==> src/rtl/bp_me_pkg.sv <==
// rtl/bp_me_pkg.sv - shared BedRock request types, router state and beat-count helper
package bp_me_pkg;

    typedef enum int {e_bp_default_cfg = 0} bp_params_e;

    localparam int dword_width_gp  = 64;
    localparam int paddr_width_p   = 40;
    localparam int lce_id_width_p  = 4;
    localparam int cce_id_width_p  = 6;
    localparam int lce_assoc_p     = 8;
    localparam int lce_way_width_lp = $clog2(lce_assoc_p);

    localparam logic [paddr_width_p-1:0] dram_base_addr_gp = 40'h00_8000_0000;

    typedef enum logic [3:0] {
        e_bedrock_req_rd    = 4'd0,
        e_bedrock_req_wr    = 4'd1,
        e_bedrock_req_uc_rd = 4'd2,
        e_bedrock_req_uc_wr = 4'd3
    } bp_bedrock_req_type_e;

    typedef struct packed {
        logic [cce_id_width_p-1:0]   cce_id;
        logic [lce_id_width_p-1:0]   lce_id;
        logic [lce_way_width_lp-1:0] way_id;
        logic [paddr_width_p-1:0]    addr;
        logic [2:0]                  size;
        logic [3:0]                  msg_type;
    } bp_bedrock_lce_req_header_s;

    localparam int lce_req_msg_header_width_lp = $bits(bp_bedrock_lce_req_header_s);

    typedef enum logic [1:0] {
        e_ready  = 2'd0,
        e_header = 2'd1,
        e_data   = 2'd2
    } bp_cce_hybrid_router_state_e;

    function automatic int bp_cfg_paddr_width_f(input bp_params_e cfg);
        case (cfg)
            e_bp_default_cfg: return paddr_width_p;
            default:          return paddr_width_p;
        endcase
    endfunction

    // msg_size encodes 2^size bytes; a burst never carries fewer than one beat
    function automatic logic [7:0] bp_cce_hybrid_beats_f(input logic [2:0] msg_size,
                                                         input int data_width);
        int bits;
        int beats;
        bits  = 8 << msg_size;
        beats = bits / data_width;
        return (beats < 1) ? 8'd1 : beats[7:0];
    endfunction

endpackage

==> src/rtl/bp_cce_hybrid_burst_demux.sv <==
// rtl/bp_cce_hybrid_burst_demux.sv - combinational 1-to-2 burst channel demux (sel_i=1 picks uncached)
module bp_cce_hybrid_burst_demux #(
    parameter int header_width_p = 1,
    parameter int data_width_p   = 1
) (
    input  logic                      sel_i,

    input  logic [header_width_p-1:0] header_i,
    input  logic                      header_v_i,
    output logic                      header_ready_and_o,
    input  logic                      has_data_i,
    input  logic [data_width_p-1:0]   data_i,
    input  logic                      data_v_i,
    output logic                      data_ready_and_o,
    input  logic                      last_i,

    output logic [header_width_p-1:0] coh_header_o,
    output logic                      coh_header_v_o,
    input  logic                      coh_header_ready_and_i,
    output logic                      coh_has_data_o,
    output logic [data_width_p-1:0]   coh_data_o,
    output logic                      coh_data_v_o,
    input  logic                      coh_data_ready_and_i,
    output logic                      coh_last_o,

    output logic [header_width_p-1:0] uc_header_o,
    output logic                      uc_header_v_o,
    input  logic                      uc_header_ready_and_i,
    output logic                      uc_has_data_o,
    output logic [data_width_p-1:0]   uc_data_o,
    output logic                      uc_data_v_o,
    input  logic                      uc_data_ready_and_i,
    output logic                      uc_last_o
);

    // The unselected side sees all-zero payload so it never observes a stray burst
    assign coh_header_o   = sel_i ? '0 : header_i;
    assign coh_header_v_o = ~sel_i & header_v_i;
    assign coh_has_data_o = ~sel_i & has_data_i;
    assign coh_data_v_o   = ~sel_i & data_v_i;
    assign coh_data_o     = coh_data_v_o ? data_i : '0;
    assign coh_last_o     = coh_data_v_o & last_i;

    assign uc_header_o    = sel_i ? header_i : '0;
    assign uc_header_v_o  = sel_i & header_v_i;
    assign uc_has_data_o  = sel_i & has_data_i;
    assign uc_data_v_o    = sel_i & data_v_i;
    assign uc_data_o      = uc_data_v_o ? data_i : '0;
    assign uc_last_o      = uc_data_v_o & last_i;

    assign header_ready_and_o = sel_i ? uc_header_ready_and_i : coh_header_ready_and_i;
    assign data_ready_and_o   = sel_i ? uc_data_ready_and_i   : coh_data_ready_and_i;

endmodule

==> src/rtl/bsg_dff_reset_en.sv <==
// rtl/bsg_dff_reset_en.sv - enabled register with asynchronous active-low clear
module bsg_dff_reset_en #(
    parameter int width_p = 1
) (
    input  logic               clk_i,
    input  logic               reset_n_i,
    input  logic               en_i,
    input  logic [width_p-1:0] data_i,
    output logic [width_p-1:0] data_o
);

    always_ff @(posedge clk_i or negedge reset_n_i) begin
        if (!reset_n_i) begin
            data_o <= '0;
        end else if (en_i) begin
            data_o <= data_i;
        end
    end

endmodule

==> src/rtl/bp_cce_hybrid_req_router.sv <==
// rtl/bp_cce_hybrid_req_router.sv - routes LCE request bursts to coherent or uncached pipe; BP_CCE_HYBRID_ROUTER_LEN_CHECK_EN adds beat-count checker
module bp_cce_hybrid_req_router
    import bp_me_pkg::*;
#(
    parameter bp_params_e bp_params_p      = e_bp_default_cfg,
    parameter int         lce_data_width_p = dword_width_gp
) (
    input  logic                                   clk_i,
    input  logic                                   reset_n_i,

    input  logic [lce_req_msg_header_width_lp-1:0] lce_req_header_i,
    input  logic                                   lce_req_header_v_i,
    output logic                                   lce_req_header_ready_and_o,
    input  logic                                   lce_req_has_data_i,
    input  logic [lce_data_width_p-1:0]            lce_req_data_i,
    input  logic                                   lce_req_data_v_i,
    output logic                                   lce_req_data_ready_and_o,
    input  logic                                   lce_req_last_i,

    output logic [lce_req_msg_header_width_lp-1:0] coh_header_o,
    output logic                                   coh_header_v_o,
    input  logic                                   coh_header_ready_and_i,
    output logic                                   coh_has_data_o,
    output logic [lce_data_width_p-1:0]            coh_data_o,
    output logic                                   coh_data_v_o,
    input  logic                                   coh_data_ready_and_i,
    output logic                                   coh_last_o,

    output logic [lce_req_msg_header_width_lp-1:0] uc_header_o,
    output logic                                   uc_header_v_o,
    input  logic                                   uc_header_ready_and_i,
    output logic                                   uc_has_data_o,
    output logic [lce_data_width_p-1:0]            uc_data_o,
    output logic                                   uc_data_v_o,
    input  logic                                   uc_data_ready_and_i,
    output logic                                   uc_last_o,

    output logic                                   idle_o,
    output logic                                   len_err_o
);

    localparam int paddr_width_lp = bp_cfg_paddr_width_f(bp_params_p);

    typedef struct packed {
        bp_bedrock_lce_req_header_s header;
        logic                       has_data;
        logic                       uc;
    } hdr_reg_s;

    bp_cce_hybrid_router_state_e state_r, state_n;
    bp_bedrock_lce_req_header_s  hdr_in;
    hdr_reg_s                    hdr_n, hdr_r;
    logic route_uc, hdr_accept;
    logic dmx_header_v, dmx_header_ready, dmx_data_v, dmx_data_ready;

    assign hdr_in   = lce_req_header_i;
    assign route_uc = (hdr_in.msg_type == 4'(e_bedrock_req_uc_rd))
                    | (hdr_in.msg_type == 4'(e_bedrock_req_uc_wr))
                    | (hdr_in.addr[paddr_width_lp-1:0] < dram_base_addr_gp[paddr_width_lp-1:0]);

    assign hdr_n = '{header: hdr_in, has_data: lce_req_has_data_i, uc: route_uc};

    bsg_dff_reset_en #(.width_p($bits(hdr_reg_s))) hdr_reg (
        .clk_i     (clk_i),
        .reset_n_i (reset_n_i),
        .en_i      (hdr_accept),
        .data_i    (hdr_n),
        .data_o    (hdr_r)
    );

    always_ff @(posedge clk_i or negedge reset_n_i) begin
        if (!reset_n_i) begin
            state_r <= e_ready;
        end else begin
            state_r <= state_n;
        end
    end

    always_comb begin
        state_n                    = state_r;
        hdr_accept                 = 1'b0;
        lce_req_header_ready_and_o = 1'b0;
        lce_req_data_ready_and_o   = 1'b0;
        dmx_header_v               = 1'b0;
        dmx_data_v                 = 1'b0;
        unique case (state_r)
            e_ready: begin
                lce_req_header_ready_and_o = 1'b1;
                hdr_accept                 = lce_req_header_v_i;
                if (lce_req_header_v_i) state_n = e_header;
            end
            e_header: begin
                dmx_header_v = 1'b1;
                if (dmx_header_ready) state_n = hdr_r.has_data ? e_data : e_ready;
            end
            e_data: begin
                dmx_data_v               = lce_req_data_v_i;
                lce_req_data_ready_and_o = dmx_data_ready;
                if (lce_req_data_v_i & dmx_data_ready & lce_req_last_i) state_n = e_ready;
            end
            default: state_n = e_ready;
        endcase
    end

    assign idle_o = (state_r == e_ready);

    bp_cce_hybrid_burst_demux #(
        .header_width_p (lce_req_msg_header_width_lp),
        .data_width_p   (lce_data_width_p)
    ) demux (
        .sel_i                  (hdr_r.uc),
        .header_i               (hdr_r.header),
        .header_v_i             (dmx_header_v),
        .header_ready_and_o     (dmx_header_ready),
        .has_data_i             (hdr_r.has_data),
        .data_i                 (lce_req_data_i),
        .data_v_i               (dmx_data_v),
        .data_ready_and_o       (dmx_data_ready),
        .last_i                 (lce_req_last_i),
        .coh_header_o           (coh_header_o),
        .coh_header_v_o         (coh_header_v_o),
        .coh_header_ready_and_i (coh_header_ready_and_i),
        .coh_has_data_o         (coh_has_data_o),
        .coh_data_o             (coh_data_o),
        .coh_data_v_o           (coh_data_v_o),
        .coh_data_ready_and_i   (coh_data_ready_and_i),
        .coh_last_o             (coh_last_o),
        .uc_header_o            (uc_header_o),
        .uc_header_v_o          (uc_header_v_o),
        .uc_header_ready_and_i  (uc_header_ready_and_i),
        .uc_has_data_o          (uc_has_data_o),
        .uc_data_o              (uc_data_o),
        .uc_data_v_o            (uc_data_v_o),
        .uc_data_ready_and_i    (uc_data_ready_and_i),
        .uc_last_o              (uc_last_o)
    );

`ifdef BP_CCE_HYBRID_ROUTER_LEN_CHECK_EN
    logic [7:0] cnt_r, cnt_inc, beats_exp;
    logic       len_err_r, data_hs, enter_data;

    assign data_hs    = (state_r == e_data) & lce_req_data_v_i & dmx_data_ready;
    assign enter_data = (state_r == e_header) & dmx_header_ready & hdr_r.has_data;
    assign cnt_inc    = cnt_r + 8'd1;
    assign beats_exp  = bp_cce_hybrid_beats_f(hdr_r.header.size, lce_data_width_p);

    // Flag a short burst on last, or a long one once the expected count is hit without last
    always_ff @(posedge clk_i or negedge reset_n_i) begin
        if (!reset_n_i) begin
            cnt_r     <= '0;
            len_err_r <= 1'b0;
        end else begin
            if (enter_data) begin
                cnt_r <= '0;
            end else if (data_hs) begin
                cnt_r <= cnt_inc;
            end
            if (data_hs & (lce_req_last_i ? (cnt_inc != beats_exp) : (cnt_inc >= beats_exp))) begin
                len_err_r <= 1'b1;
            end
        end
    end

    assign len_err_o = len_err_r;

`ifndef SYNTHESIS
    always_ff @(posedge clk_i) begin
        if (reset_n_i & data_hs & lce_req_last_i) begin
            assert (cnt_inc == beats_exp) else $warning("router burst length mismatch");
        end
    end
`endif
`else
    assign len_err_o = 1'b0;
`endif

endmodule

==> config.mk <==
export PLATFORM = sky130hd
export DESIGN_NAME = bp_cce_hybrid_req_router
export DESIGN_NICKNAME = d
export VERILOG_FILES = /design/src/rtl/bp_me_pkg.sv /design/src/rtl/bp_cce_hybrid_burst_demux.sv /design/src/rtl/bsg_dff_reset_en.sv /design/src/rtl/bp_cce_hybrid_req_router.sv
export SDC_FILE = /design/constraint.sdc
export NUM_CORES = 1
export LEC_CHECK = 0
export CAP_MARGIN = 40
export CORE_AREA = 10 10 146 148
export DETAILED_ROUTE_END_ITERATION = 10
export DIE_AREA = 0 0 156 158
export PLACE_DENSITY = 0.66
export SYNTH_ARGS = -nofsm -noshare
export SYNTH_HDL_FRONTEND = slang
export SYNTH_SLANG_ARGS = --single-unit
==> constraint.sdc <==
create_clock -name clk_i -period 2 [get_ports clk_i]
set_clock_uncertainty 0.05 [all_clocks]
set_input_delay 0.4 -clock clk_i [delete_from_list [all_inputs] [get_ports clk_i]]
set_output_delay 0.4 -clock clk_i [all_outputs]
set_load 0.03 [all_outputs]
==> impl_metrics.tcl, run 1 <==
set metrics [dict create \
    worstSetupStartpoint "lce_req_data_v_i" \
    ctsRootBufferMaster "sky130_fd_sc_hd__clkbuf_16" \
    grt_start_max_net_pins 65 \
    detailroute.via_count 4579 \
    cts_buffers 9 \
    final-seq-area_um2 1607 \
    hold_class "input pin to asynchronous set/reset pin" \
    power_leakage_nw 4.354 \
    mappedNetlistArea_um2 4317 \
    final_core_utilization_pct 52.12 \
    final_nets 972 \
    totalWireLength_um 23590 \
    worst-r2r-setup-slack_ns 0.24 \
    placement.io_buffers 392 \
    routed_wire_length_per_instance_um 21.88 \
    grt_antenna_before_repair 1 \
    tritoncts "built" \
    violations "negative setup slack" \
    design_power_total_w 0.01395 \
    result_of_the_run "finished with violations" \
    dominantRegCellSynth "sky130_fd_sc_hd__dfrtp_1" \
    drt.antenna.violating_nets 0 \
    hpwl_after_detailed_placement_um 18640 \
    totalNegativeSetupSlack_ns -24.65 \
    gr-total-overflow 0 \
    syn2layout_area_growth_pct 122.8 \
    post_synth_main_area_contributors "sky130_fd_sc_hd__dfrtp_1, sky130_fd_sc_hd__and2_1, sky130_fd_sc_hd__mux2_2" \
    timing.reg2reg.worst_path_depth 6 \
    worst-endpoint-arrival_ns 1.77 \
    die_area_um2 24650 \
    global_route.usage.total_pct 17.69 \
    worst_setup_path_end_kind "output port" \
    max_freq_mhz 450.3 \
    setup_slack_ns -0.2205 \
    clock_tree.buffer_depth 2 \
    critical_path.max_fanout 16 \
    vias_per_cell 4.248 \
    synth-warning-count 0 \
    report.final.slew_viol_count 0 \
    report.final.hold_viol_count 0 \
    synth-edff-count 0 \
    final_area_um2 9618 \
    post_synth_num_cell_types 23 \
    post-route-period-util_pct 111.0 \
    syn-instance-count 440 \
    drt_iter0_markers 88 \
    yosys_register_bits 64 \
    grt_setup_unrepaired "yes" \
    cts_clock_pin_slew_for_the_worst_setup_and_hold_paths_ns 0.06 \
    maxCapViolCount 0 \
    hold_ws_ns 0.02904 \
    top_ports 394 \
    final_layout_size_suffix_gt1_share_pct 48.04 \
    routabilityCongestion 0.7962 \
    filler_cells 1651 \
    initial_cell_density_of_the_core_pct 23.39 \
    critical_path.endpoint "coh_data_o[14]" \
    vdd.ir_drop.worst_mv 1.367 \
    width_of_the_die_um 156 \
    timing.rr.start "state_r[1]" \
    synth_async_sr_flop_share_pct 100.0 \
    setup_viol 132 \
    synth_top_cell_area_share_pct 37.10 \
    floorplan.rows 50 \
    worstSetupStartpointType "input pin" \
    wire_length_of_the_first_global_routing_pass_um 32600 \
    combined_area_of_the_multi_input_logic_cells_um2 2562 \
    post_synth.cell_area_avg_um2 9.811 \
    setup.worst_path.class "input pin to output port" \
    via_count_of_the_first_global_routing_pass 4876 \
    tritoncts_num_sinks 64 \
    ys_seq_area_share_pct 37.10 \
    drtPass1Iterations 4 \
    synthesis.nets 574 \
    floorplan.die.height_um 158 \
    core_region_area_um2 18460 \
    cp_data_required_time_ns 1.55 \
    netlist.top_cell.by_area "sky130_fd_sc_hd__dfrtp_1" \
    dr_drc_count 0 \
    clk-insertion-delay-late_ns 0.33 \
    clock_tree.htree_level_count 3 \
    power.density_nw_per_um2 1450 \
    reg2reg_to "hdr_reg.data_o[38]" \
    dpl_cell_area_um2 8692 \
    finalCriticalPeriod_ns 2.221 \
]
-- cell usage after synthesis, drive strengths merged (2+ instances only) --
master / instances
clkbuf: 19
mux2: 62
and2: 192
nor2b: 64
a31oi: 2
buf: 18
nand3: 2
nor2: 7
dfrtp: 64
-- flip-flops by register name (all words and copies together) (netlist names) --
name and flops:
hdr_reg.data_o 62, state_r 2
-- metal layers --
metal | wire length [um] | part of all wire [%] | GRT usage [%]
met5 | 0 | 0 | 0
met4 | 196 | 0.83 | 3.462
met3 | 2934 | 12 | 9.986
met2 | 12220 | 52 | 31.56
met1 | 8240 | 35 | 17.71
-- area by class of cell --
cell class	instances	share of cell area, %
multi-input combinational	339	26.64
antenna	1	0.02602
clock inverter	7	0.9887
clock buffer	9	2.342
timing repair buffer	424	50.25
sequential	64	16.70
tap	234	3.044
-- critical path, cell delays in order --
cell,delay [ns]
sky130_fd_sc_hd__clkdlybuf4s50_1,0.49
sky130_fd_sc_hd__and3b_2,0.25
sky130_fd_sc_hd__buf_4,0.17
sky130_fd_sc_hd__clkbuf_16,0.17
sky130_fd_sc_hd__and2_1,0.15
sky130_fd_sc_hd__buf_6,0.13
-- kinds of logic after synthesis --
logic type | after synthesis | share of synthesized area, %
simple gates | 272 | 39.19
flops | 64 | 37.10
compound gates | 3 | 0.4638
other cells | 1 | 0.08687
buf+inv | 37 | 6.754
mux | 63 | 16.41
-- placed cells by master, fill, tap and decap left out, drive strengths merged, types with 2 or more instances in the layout --
cell and n:
bufinv 2, nor2b 64, nand3 2, a31oi 2, clkdlybuf4s50 132, buf 286, mux2 62, clkbuf 12
and2 192, clkinv 3, nor2 7, dfrtp 64
-- report_power, final --
group | internal [W] | leakage (nW) | total [W] | switching, W
registers | 0.00197 | 0.749 | 0.00249 | 0.000515
clock network | 0.00109 | 0.156 | 0.00171 | 0.000616
logic | 0.00448 | 3.45 | 0.00975 | 0.00527
total | 0.00755 | 4.35 | 0.0139 | 0.00640
-- through the flow --
stage,setup WS [ns],cells
finish,-0.2205,1078
global route,-0.3083,1077
CTS,-0.2542,1072
detailed placement,-0.1515,1044
global placement,-0.1293,1044
floorplan,0.2179,440
-- worst min-delay path by stage --
stage / depth (start not counted) / startpoint / endpoint
CTS: 2 / reset_n_i / hdr_reg.data_o[37]
global placement: 2 / reset_n_i / hdr_reg.data_o[37]
global route: 2 / reset_n_i / hdr_reg.data_o[37]
detailed placement: 2 / reset_n_i / hdr_reg.data_o[37]
finish: 2 / reset_n_i / hdr_reg.data_o[37]
floorplan: 0 / reset_n_i / hdr_reg.data_o[0]
-- repair_timing --
item                       in CTS  in global routing
setup endpoints to repair     137                258
gates cloned                    4                  5
setup buffers                   8                  0
resized for setup              59                 41
hold buffers                    0                  0
pin swaps                       1                  0
(Power assumes the default switching activity.)
==> inputs of run 2 (changes only) <==
Settings changed: CTS_BUF_LIST from default to sky130_fd_sc_hd__clkbuf_8.
==> run 2 against run 1 <==
The flow still finishes with violations (negative setup slack). Final cell count rose by 0.56%. Critical path depth down 1. Sequential power about the same. Power rose by 2.7%. Global-route usage about the same. Clock-buffer cell count did not move. Cell area grew 2.5%. Maximum frequency down 0.80%. First-iteration DRC count decreased by 2.3%. Critical endpoint is now coh_data_o[51]. Largest power group unchanged.
==> impl_metrics.tcl, run 2 (synthesized netlist as in run 1, its figures left out) <==
set metrics [dict create \
    result_of_the_run "finished with violations" \
    violations "negative setup slack" \
    power_leakage_nw 4.441 \
    finalCriticalPeriod_ns 2.239 \
    hold_class "input pin to asynchronous set/reset pin" \
    registers.top_by_ff_count "hdr_reg.data_o" \
    grt_setup_unrepaired "yes" \
    syn2layout_area_growth_pct 128.3 \
    totalNegativeSetupSlack_ns -26.81 \
    report.final.hold_viol_count 0 \
    setup.worst_path.class "flip-flop to output port" \
    dr_drc_count 0 \
    detailroute.via_count 4655 \
    routabilityCongestion 0.7962 \
    maxCapViolCount 0 \
    setup_viol 132 \
    sw_ratio_pct 46.05 \
    pwr-share-comb_pct 73.8 \
    floorplan.die.height_um 158 \
    vias_per_cell 4.294 \
    core_region_area_um2 18460 \
    cts_clock_pin_slew_for_the_worst_setup_and_hold_paths_ns 0.08 \
    routed_wire_length_per_instance_um 22.46 \
    die_area_um2 24650 \
    clock_tree.htree_level_count 3 \
    totalWireLength_um 24350 \
    design_power_total_w 0.01432 \
    top_ports 394 \
    ctsRootBufferMaster "sky130_fd_sc_hd__clkbuf_8" \
    largest_registers "hdr_reg.data_o (62), state_r (2)" \
    pwr-share-clk_pct 8.8 \
    wire_length_of_the_first_global_routing_pass_um 32750 \
    final_nets 978 \
    width_of_the_die_um 156 \
    worst-endpoint-arrival_ns 1.79 \
    tritoncts_num_sinks 64 \
    placement.io_buffers 392 \
    drtPass1Iterations 5 \
    grt_start_max_net_pins 65 \
    grt_antenna_before_repair 1 \
    floorplan.rows 50 \
    final_layout_size_suffix_gt1_share_pct 49.47 \
    report.final.slew_viol_count 0 \
    layout.cells.non_filler 1084 \
    post-route-period-util_pct 111.9 \
    layout.cells.most_common_list "sky130_fd_sc_hd__and2_1, sky130_fd_sc_hd__clkdlybuf4s50_1, sky130_fd_sc_hd__buf_4" \
    vdd.ir_drop.worst_mv 1.217 \
    hpwl_after_detailed_placement_um 18640 \
    initial_cell_density_of_the_core_pct 23.39 \
    setup_slack_ns -0.2385 \
    tritoncts "built" \
    power.sequential.fraction_pct 17.5 \
    max_freq_mhz 446.7 \
    power.density_nw_per_um2 1453 \
    largest_reg_flops 62 \
    cp_data_required_time_ns 1.55 \
    hold_buffers 0 \
    global_route.usage.total_pct 17.72 \
    via_count_of_the_first_global_routing_pass 4877 \
    psw_w 0.006596 \
    drt_iter0_markers 86 \
    timing.reg2reg.worst_path_depth 6 \
    critical_path.max_fanout 16 \
    clock_tree.buffer_depth 2 \
    layout_commonest_cell "sky130_fd_sc_hd__and2_1" \
    worst_setup_path_end_kind "output port" \
    cts_buffers 9 \
    gr-total-overflow 0 \
    worstSetupStartpointType "flip-flop" \
    clk-insertion-delay-late_ns 0.33 \
    p_int_w 0.007727 \
    drt.antenna.violating_nets 0 \
    placed_cells_incl_taps 1044 \
]
-- run 2: cell types whose count changed in the layout (fill, tap and decap cells not counted) --
cell and delta:
sky130_fd_sc_hd__and2_1 -2, sky130_fd_sc_hd__nor2b_4 +6, sky130_fd_sc_hd__nor2b_1 -6, sky130_fd_sc_hd__mux2i_1 -1
sky130_fd_sc_hd__buf_4 -42, sky130_fd_sc_hd__clkbuf_16 -7, sky130_fd_sc_hd__mux2i_2 +1, sky130_fd_sc_hd__buf_16 +2
sky130_fd_sc_hd__buf_6 +44, sky130_fd_sc_hd__and2_4 +2, sky130_fd_sc_hd__clkbuf_8 +9
-- run 2: worst paths after layout --
path | startpoint | endpoint | slack [ns]
max | hdr_reg.data_o[0] | coh_data_o[51] | -0.24
min | reset_n_i | hdr_reg.data_o[42] | 0.01
max reg2reg | state_r[1] | hdr_reg.data_o[38] | 0.28
min reg2reg | hdr_reg.data_o[7] | hdr_reg.data_o[7] | 0.47
max in group asynchronous | reset_n_i | hdr_reg.data_o[0] | 1.56
min in group clk_i | hdr_reg.data_o[7] | hdr_reg.data_o[7] | 0.47
-- run 2: timing repair --
action	4_1_cts	5_1_grt
resized for setup	67	95
setup endpoints to repair	142	255
pin swaps	1	1
setup buffers	8	2
cloned	5	8
-- run 2: layer usage --
metal	part of all wire, %	track usage [%]
met5	0	0
met4	1.2	3.192
met3	13	9.634
met2	52	31.66
met1	34	18.03
-- run 2: area by class of cell --
cell class | instances | area (um^2)
fillers | 1598 | 8600
repair buffers | 430 | 5119
multi-input cells | 339 | 2616
flip-flops and latches | 64 | 1607
well taps | 234 | 292.8
clock buffers | 9 | 123.9
clock inverters | 7 | 95.09
diodes | 1 | 2.502
-- run 2: worst max-delay path, cell delays in order, from the launching register on --
cell and delay [ns]:
sky130_fd_sc_hd__dfrtp_4 0.52, sky130_fd_sc_hd__and3b_2 0.31, sky130_fd_sc_hd__buf_4 0.16, sky130_fd_sc_hd__clkbuf_16 0.17, sky130_fd_sc_hd__and2_1 0.15, sky130_fd_sc_hd__buf_6 0.13
-- run 2: stage by stage --
stage	setup slack, ns	util, %	hold slack (ns)	cell area (um^2)
after floorplan	0.2179	-	0.05441	4317
after global placement	-0.1293	47.10	0.3998	8692
after detailed placement	-0.1515	47.10	0.4037	8692
after CTS	-0.2773	50.58	0.01517	9334
after global routing	-0.3395	53.39	0.02534	9853
final	-0.2385	53.40	0.01169	9856
-- run 2: power by group through the flow --
stage               logic, W  registers [W]  clock network, W
CTS                  0.00956        0.00249           0.00129
finish                0.0106        0.00250           0.00126
global route          0.0111        0.00262           0.00136
detailed placement   0.00907        0.00253                 0
global placement     0.00902        0.00252                 0
floorplan            0.00540        0.00226                 0
